File: src/rtl/serv_rf_arb.sv
// serv_rf_arb: register-file RAM arbiter/sequencer between serv_rf_ram_if
// and serv_rf_ram.
//   - IDLE: core RAM traffic is a combinational passthrough.
//   - INIT/CLR: zero-fills the whole RAM (GPRs + CSR words) after reset or
//     when i_clr_req is raised while the core is halted.
//   - DRD/DWR: 32-bit debug GPR access, sequenced as BEATS narrow RAM beats,
//     LSB beat first; ACK gives a one-cycle completion pulse.
// Ports:
//   i_clk, i_rst_n             clock, async active-low reset
//   i_c_*, o_c_rdata           core side of the RAM
//   i_halted, i_clr_req        clear request (accepted only while halted)
//   i_dbg_*, o_dbg_*           debug request / completion
//   o_busy                     arbiter owns the RAM (state != IDLE)
//   o_waddr..o_ren, i_rdata    RAM side (1-cycle synchronous read)
module serv_rf_arb #(
  parameter  int WIDTH        = 8,
  parameter  int RF_COUNT     = 16,
  parameter  int CSR_COUNT    = 0,
  parameter  int CLR_ON_RESET = 1,
  localparam int BEATS        = 32 / WIDTH,
  localparam int DEPTH        = (RF_COUNT + CSR_COUNT) * BEATS,
  localparam int L2D          = $clog2(DEPTH)
) (
  input  logic             i_clk,
  input  logic             i_rst_n,
  input  logic [L2D-1:0]   i_c_waddr,
  input  logic [WIDTH-1:0] i_c_wdata,
  input  logic             i_c_wen,
  input  logic [L2D-1:0]   i_c_raddr,
  input  logic             i_c_ren,
  output logic [WIDTH-1:0] o_c_rdata,
  input  logic             i_halted,
  input  logic             i_clr_req,
  input  logic             i_dbg_req,
  input  logic             i_dbg_we,
  input  logic [4:0]       i_dbg_reg,
  input  logic [31:0]      i_dbg_wdata,
  output logic             o_dbg_ack,
  output logic             o_dbg_err,
  output logic [31:0]      o_dbg_rdata,
  output logic             o_busy,
  output logic [L2D-1:0]   o_waddr,
  output logic [WIDTH-1:0] o_wdata,
  output logic             o_wen,
  output logic [L2D-1:0]   o_raddr,
  output logic             o_ren,
  input  logic [WIDTH-1:0] i_rdata
);

  // One counter serves both the clear sweep (0..DEPTH-1) and the debug
  // beat index (0..BEATS, the extra step being the last read capture).
  localparam int CW = L2D + 1;

  typedef enum logic [2:0] {
    S_INIT, S_IDLE, S_CLR, S_DRD, S_DWR, S_ACK
  } state_t;

  localparam state_t RST_STATE = (CLR_ON_RESET != 0) ? S_INIT : S_IDLE;

  state_t          state_q, state_d;
  logic [CW-1:0]   cnt_q;
  logic [4:0]      reg_q;
  logic [31:0]     wdata_q;
  logic            err_q;
  logic [31:0]     rdata_q;

  logic            clr_go, dbg_go, dbg_bad, dbg_x0;
  logic [L2D-1:0]  beat_addr;
  logic [WIDTH-1:0] beat_wdata;

  // Clear outranks debug; a losing debug request simply stays pending.
  assign clr_go  = i_clr_req & i_halted;
  assign dbg_go  = i_dbg_req & i_halted & ~clr_go;
  assign dbg_bad = 32'(i_dbg_reg) >= 32'(RF_COUNT);
  assign dbg_x0  = (i_dbg_reg == 5'd0);

  assign beat_addr  = L2D'(32'(reg_q) * BEATS + 32'(cnt_q));
  assign beat_wdata = WIDTH'(wdata_q >> (32'(cnt_q) * WIDTH));

  always_comb begin
    state_d = state_q;
    case (state_q)
      S_INIT: state_d = S_CLR;
      S_IDLE: begin
        if (clr_go)
          state_d = S_CLR;
        else if (dbg_go) begin
          // Out-of-range and x0 accesses never touch the RAM.
          if (dbg_bad || dbg_x0) state_d = S_ACK;
          else if (i_dbg_we)     state_d = S_DWR;
          else                   state_d = S_DRD;
        end
      end
      S_CLR: if (cnt_q == CW'(DEPTH - 1)) state_d = S_IDLE;
      S_DRD: if (cnt_q == CW'(BEATS))     state_d = S_ACK;
      S_DWR: if (cnt_q == CW'(BEATS - 1)) state_d = S_ACK;
      S_ACK: state_d = S_IDLE;
      default: state_d = RST_STATE;
    endcase
  end

  always_ff @(posedge i_clk or negedge i_rst_n) begin
    if (!i_rst_n) begin
      state_q <= RST_STATE;
      cnt_q   <= '0;
      reg_q   <= '0;
      wdata_q <= '0;
      err_q   <= 1'b0;
      rdata_q <= '0;
    end else begin
      state_q <= state_d;
      cnt_q   <= (state_d != state_q) ? '0 : cnt_q + 1'b1;

      if (state_q == S_IDLE && dbg_go) begin
        reg_q   <= i_dbg_reg;
        wdata_q <= i_dbg_wdata;
        err_q   <= dbg_bad;
        if (!i_dbg_we && !dbg_bad && dbg_x0) rdata_q <= '0;
      end

      // Beat b was issued at cnt=b; its data is on i_rdata while cnt=b+1.
      if (state_q == S_DRD) begin
        for (int b = 0; b < BEATS; b++)
          if (cnt_q == CW'(b + 1)) rdata_q[b*WIDTH +: WIDTH] <= i_rdata;
      end
    end
  end

  always_comb begin
    o_waddr = '0;
    o_wdata = '0;
    o_wen   = 1'b0;
    o_raddr = '0;
    o_ren   = 1'b0;
    case (state_q)
      S_IDLE: begin
        o_waddr = i_c_waddr;
        o_wdata = i_c_wdata;
        o_wen   = i_c_wen;
        o_raddr = i_c_raddr;
        o_ren   = i_c_ren;
      end
      S_CLR: begin
        o_waddr = cnt_q[L2D-1:0];
        o_wen   = 1'b1;
      end
      S_DRD: begin
        if (cnt_q < CW'(BEATS)) begin
          o_raddr = beat_addr;
          o_ren   = 1'b1;
        end
      end
      S_DWR: begin
        o_waddr = beat_addr;
        o_wdata = beat_wdata;
        o_wen   = 1'b1;
      end
      default: ;
    endcase
  end

  assign o_c_rdata   = i_rdata;
  assign o_busy      = (state_q != S_IDLE);
  assign o_dbg_ack   = (state_q == S_ACK);
  assign o_dbg_err   = (state_q == S_ACK) & err_q;
  assign o_dbg_rdata = rdata_q;

endmodule

File: config.mk
export PLATFORM = sky130hd
export DESIGN_NAME = serv_rf_arb
export DESIGN_NICKNAME = d
export VERILOG_FILES = /design/src/rtl/serv_rf_arb.sv
export SDC_FILE = /design/constraint.sdc
export NUM_CORES = 1
export LEC_CHECK = 0
export CAP_MARGIN = 25
export CORE_MARGIN = 2
export CORE_UTILIZATION = 46
export DETAILED_ROUTE_END_ITERATION = 8
export PLACE_DENSITY = 0.8
export SLEW_MARGIN = 15
export SYNTH_ARGS = -nofsm -noshare
export SYNTH_HDL_FRONTEND = slang
export SYNTH_SLANG_ARGS = --single-unit
export TNS_END_PERCENT = 50
File: constraint.sdc
create_clock -name i_clk -period 3.4 [get_ports i_clk]
set_input_delay 1.02 -clock i_clk [delete_from_list [all_inputs] [get_ports i_clk]]
set_output_delay 1.02 -clock i_clk [all_outputs]
set_load 0.005 [all_outputs]
* Word-level counts from Yosys, hierarchy flattened
Index checks and enable logic that the tools add are counted.
Word-level totals: flip-flop bits (word level) 79, output and inout bits 65
Cells by class: add/sub/neg operators 2, magnitude comparators 2, equality and inequality tests 12, shift operators 1, multiplexer cells 23, bitwise logic cells 5, reductions and logical operators 9
Operator list (number):
- two-way mux 32 bit | 3
- two-way mux 8 bit | 4
- right shift 32 x 10 -> 8 bit | 1
- two-way mux 3 bit | 7
- case mux 3 bit (6 select lines) | 1
- case mux 6 bit (3 select lines) | 1
- case mux 8 bit (2 select lines) | 1
- equality test 7 x 2 -> 1 bit (second input constant) | 2
- case mux 6 bit (2 select lines) | 1
- adder 7 x 1 -> 7 bit (second input constant) | 1
- equality test 7 x 1 -> 1 bit (second input constant) | 1
- equality test 7 x 3 -> 1 bit (second input constant) | 1
- equality test 7 x 6 -> 1 bit (second input constant) | 1
- < comparator 7 x 3 -> 1 bit (second input constant) | 1
- two-way mux 7 bit | 1
- adder 6 bit | 1
- equality test 3 x 2 -> 1 bit (second input constant) | 2
- equality test 3 bit (second input constant) | 2
- two-way mux 6 bit | 1
- >= comparator 5 bit (second input constant) | 1
- zero test 5 bit | 1
- bitwise AND 1 bit | 4
- case mux 1 bit (2 select lines) | 2
- equality test 3 x 1 -> 1 bit (second input constant) | 1
- other kinds (9) | 12

* Logic depth before layout (Yosys ltp)
word-level depth 8, depth in mapped cells 8, depth with buffers taken out 6

* Worst setup path before layout
Ideal clock, no wire load.
path kind register -> output, start register cnt_q[5], end output o_raddr[5], arrival 1.786 ns, data required time 2.380 ns, path slack 0.594 ns, stages on the path, launching flop included 7, cells stage by stage dfrtp_1 > buf_6 > or4_4 > buf_6 > or3_1 > clkbuf_1 > o21ai_1
Between the ends: longest elaborated chain between the ends 3, elaborated cells between the ends (all ways) 4, those cells by class add/sub: 1; order compare: 1; mux: 2
Ends and longest elaborated chain:
- start, declared | line 61 | logic [CW-1:0] cnt_q;
- start signal, assigned | line 112 | cnt_q <= (state_d != state_q) ? '0 : cnt_q + 1'b1;
- adder 6 bit or < comparator 7 x 3 -> 1 bit (tied branches) | line 77, 148
- two-way mux 6 bit * | line 148 | if (cnt_q < CW'(BEATS)) begin
- case mux 6 bit (2 select lines) * | line 135 | case (state_q)
- end, declared | line 45 | output logic [L2D-1:0] o_raddr,
Mark *: on every way between the ends. The rest lies on a longest branch, timed or not.

* Worst setup path after layout
start register cnt_q[3], end output o_wdata[2]
Between the ends: longest elaborated chain between the ends 2
Ends and longest elaborated chain:
- right shift 32 x 10 -> 8 bit | line 78 | assign beat_wdata = WIDTH'(wdata_q >> (32'(cnt_q) * WIDTH));
- case mux 8 bit (2 select lines) | line 135
- end, declared | line 43 | output logic [WIDTH-1:0] o_wdata,
Every way passes these cells.

==> results by group <==
Timing
  – Crit share post-route: between 90% and 100%
  – Post-layout min period: between 3000 and 4000 ps
  – Final setup viols: 0
  – Slew headroom: about two fifths
  – Max Clock Freq: roughly 0.3 GHz
  – Final worst-path setup slack: between 70 and 80 ps
  – Final Slew Violations: 0
  – Layout Skew: ~12 ps
  – Worst-Margin Slew: about 900 ps
  – Final hold vios: 0

Drt
  – Final antenna-violating net count: 0
  – Initial DRC count: ~180
  – Via count: ~3400
  – Total wire length: 10.8 mm
  – Drc violations: 0
  – Routed length per instance: about 18 um
  – Drt pass-1 iters: 5
  – DR vias/cell: around 5.5

Power
  – VDD IR max: ~0.38 mV
  – PnR Total Power: between 0.003 and 0.004 W
  – Lkg Pwr: ~2.7 nW
  – Power density cells: around 620 nW/um^2

Floorplanning
  – Initial Util: around 48%
  – Die area: ~10000 sq um
  – Die Ht: between 90 and 100 um
  – Row cnt: 34
  – Die Span X: between 90 and 100 um
  – I/O pins: between 100 and 150
  – Core area: roughly 8800 sq um

GRT
  – First-pass GRT wire length: approximately 18 mm
  – Vias in the first global route: about 3600
  – Antenna violations before repair: 0
  – Met3 Use GR: under 10%
  – Busiest grt layer: met2
  – Total grt overflow: 0
  – Global-route track usage on met1: between 20% and 30%
  – GR Util met2: between 30 and 40%
  – Largest net degree at the start of global routing: 80
  – GRT Util Overall: between 20% and 30%

Yosys
  – Main flop type after synthesis: dfrtp_1
  – Synth Area in Compound Gates: between 10 and 15%
  – Synth unique cells: between 50 and 60
  – Sequential fraction of the synthesis area: a little under half
  – Simple-gate share of the synthesized area: between 10% and 20%
  – Post-Synth Adder-Cell Area: 2.56%
  – Mapped Area: roughly 4200 sq um
  – Cells after Synth: approximately 360
  – Largest family of logic cells by synthesized area: compound AO/OA/AOI/OAI gates
  – Mux contribution to synthesized area: 13.9%
  – Synth Warn #: 0
  – Mean post-synth cell area: approximately 12 sq um
  – Synth Area in XOR/XNOR: under 10%
  – Asr flop ratio synth: between 90% and 100%
  – Synth Register Bits: between 70 and 80
  – Number of flops mapped to enable cells by yosys: 0
  – Syn Nets: ~440

Placed design
  – Gpl congestion: about 0.85
  – Dpl ws: around 110 ps
  – Post-DP HPWL: 7.98 mm
  – PortBufs: approximately 140
  – Area post-placement: roughly 5700 sq um

Worst setup path
  – Worst flop-to-flop path startpoint: cnt_q[1]
  – Critical path class: reg -> out
  – CP Capture Type: primary output
  – Critical Path AT: between 2000 and 2500 ps
  – CP required: 2380 ps
  – CP Max Fanout: 9
  – CP Launch Type: register
  – Reg2reg end: cnt_q[5]
  – R2R Setup Slk: 770 ps
  – Worst Reg-to-Reg Cells: 5

Layout
  – Layout cell share with drive strength beyond 1: 22.4%
  – Syn-to-layout area delta: 41.2%
  – Nets: 585
  – ANT cells: 0
  – Fin area: between 5000 and 6000 sq um

Hold path
  – Hold_sp: wdata_q[21]
  – Hold endpoint: wdata_q[21]
  – Hold crit path type: reg -> reg
  – Hold path cells: 1

Clock network
  – CTS tree: built
  – CTS Buf Count: 9
  – H-tree Lvls: 3
  – Reg clk slew, reported paths: approximately 80 ps
  – Clk_lat worst skew: about 360 ps
  – Clk buf depth: 2
  – Root buffer cell: clkbuf_8
  – Clock sink total: roughly 80
  – Hold_buf cts: 0

Run
  – Max_cap viols: 0

Outcome
  – Run status: completed
[registers in the layout, summed over array words and instances (netlist names)]
name         cells
cnt_q            7
reg_q            4
o_dbg_rdata     32
wdata_q         32
err_q            1
state_q          3
[what timing repair did]
item | 4_1_cts | 5_1_grt
resized for setup | 3 | 12
pin swaps | 1 | 0
gates cloned | 0 | 0
setup endpoints to repair | 15 | 16
buffers inserted | 1 | 1
[per-layer routing]
layer  wire (um)  share of wire (%)
met3         699                6.5
met4         186                1.7
met5           0                  0
met2        5540                 51
met1        4390                 41
[kinds of logic (layout without fill, tap and decap cells)]
group,Yosys count,after routing
fa+ha+maj,8,8
simple gates,82,82
mux,44,44
xor+xnor,8,8
compound gates,74,74
flops,79,79
buf+inv,66,214
[through the flow]
stage                     util (%)  hold WS (ps)  cells  TNS, ps
after floorplan                  -           473    361        0
after global placement        64.5           484    598        0
after detailed placement      64.5           485    598        0
after CTS                     66.7           512    615        0
after global routing          67.4           527    617    -5.97
final                         67.4           506    617        0
[cells in the mapped netlist, drive strengths merged (2+ instances only)]
library cell | instances | area share [%]
mux2 | 36 | 9.6
xnor2 | 5 | 1.0
a22oi | 4 | 0.71
nand2 | 36 | 3.2
and2b | 2 | 0.42
clkbuf | 6 | 0.77
or2 | 2 | 0.36
or4 | 3 | 0.74
o21ai | 7 | 0.83
mux4 | 8 | 4.3
dfrtp | 79 | 47
nor2 | 8 | 1.0
nand3 | 5 | 0.60
buf | 23 | 4.0
nor4 | 10 | 2.6
a211oi | 4 | 0.71
nor4b | 3 | 1.3
inv | 36 | 3.2
ha | 7 | 2.1
a311oi | 2 | 0.83
a21oi | 3 | 0.36
o31ai | 24 | 4.3
a22o | 18 | 3.8
nand3b | 2 | 0.36
o22ai | 4 | 0.60
nor2b | 2 | 0.30
xor2 | 3 | 0.63
[cell usage in the layout, fill, tap and decap left out, types with 2 or more instances in the layout]
cell	Yosys	final
nor4_1	7	7
nor4_4	3	3
a22oi_1	4	4
a21oi_1	3	2
a211oi_1	4	4
dfrtp_2	0	2
mux4_2	8	8
and2b_2	2	2
dfrtp_1	79	77
xnor2_1	5	5
o31ai_1	24	24
inv_6	0	2
nand2_1	36	36
inv_1	36	36
nand3_1	5	5
xor2_1	3	3
buf_12	0	3
nor2_2	2	3
ha_1	7	7
nand3b_1	2	2
nor2_1	5	4
clkinv_2	0	2
clkdlybuf4s50_1	0	130
or4_4	2	2
clkbuf_8	1	9
o22ai_1	4	4
mux2_2	36	36
buf_4	14	22
a22o_1	18	18
nor2b_1	2	2
dlymetal6s2s_1	0	6
o21ai_1	6	5
nor4b_4	2	2
[final cells by class]
type | instances | area [sq um]
tap | 108 | 135
multi-input combinational | 216 | 1900
clock buffer | 10 | 128
timing repair buffer | 162 | 1610
clock inverter | 6 | 43.8
fill | 625 | 2870
sequential | 79 | 1980
inverter | 36 | 135
[power breakdown]
group          switching [W]  internal [W]  total (W)
combinational       0.000626      0.000942    0.00157
sequential          0.000221       0.00126    0.00148
clock               0.000368      0.000269   0.000637
[worst max-delay path, cell delays in order, from the launching register on]
cell and delay [ps]:
dfrtp_1 380, or4_4 570, nor3_4 180, buf_6 160, a22o_1 130, clkdlybuf4s50_1 510
[how the worst max path moves through the flow]
stage	start	to	slack [ps]	cells past startpoint
floorplan	cnt_q[5]	o_raddr[5]	590	6
global placement	i_c_waddr[5]	o_waddr[5]	130	4
detailed placement	i_c_waddr[2]	o_waddr[2]	110	4
CTS	cnt_q[3]	o_raddr[5]	10	4
global route	cnt_q[5]	o_wdata[5]	-4	5
finish	cnt_q[3]	o_wdata[2]	80	5
Note: power is estimated with default switching activity, not from simulation.
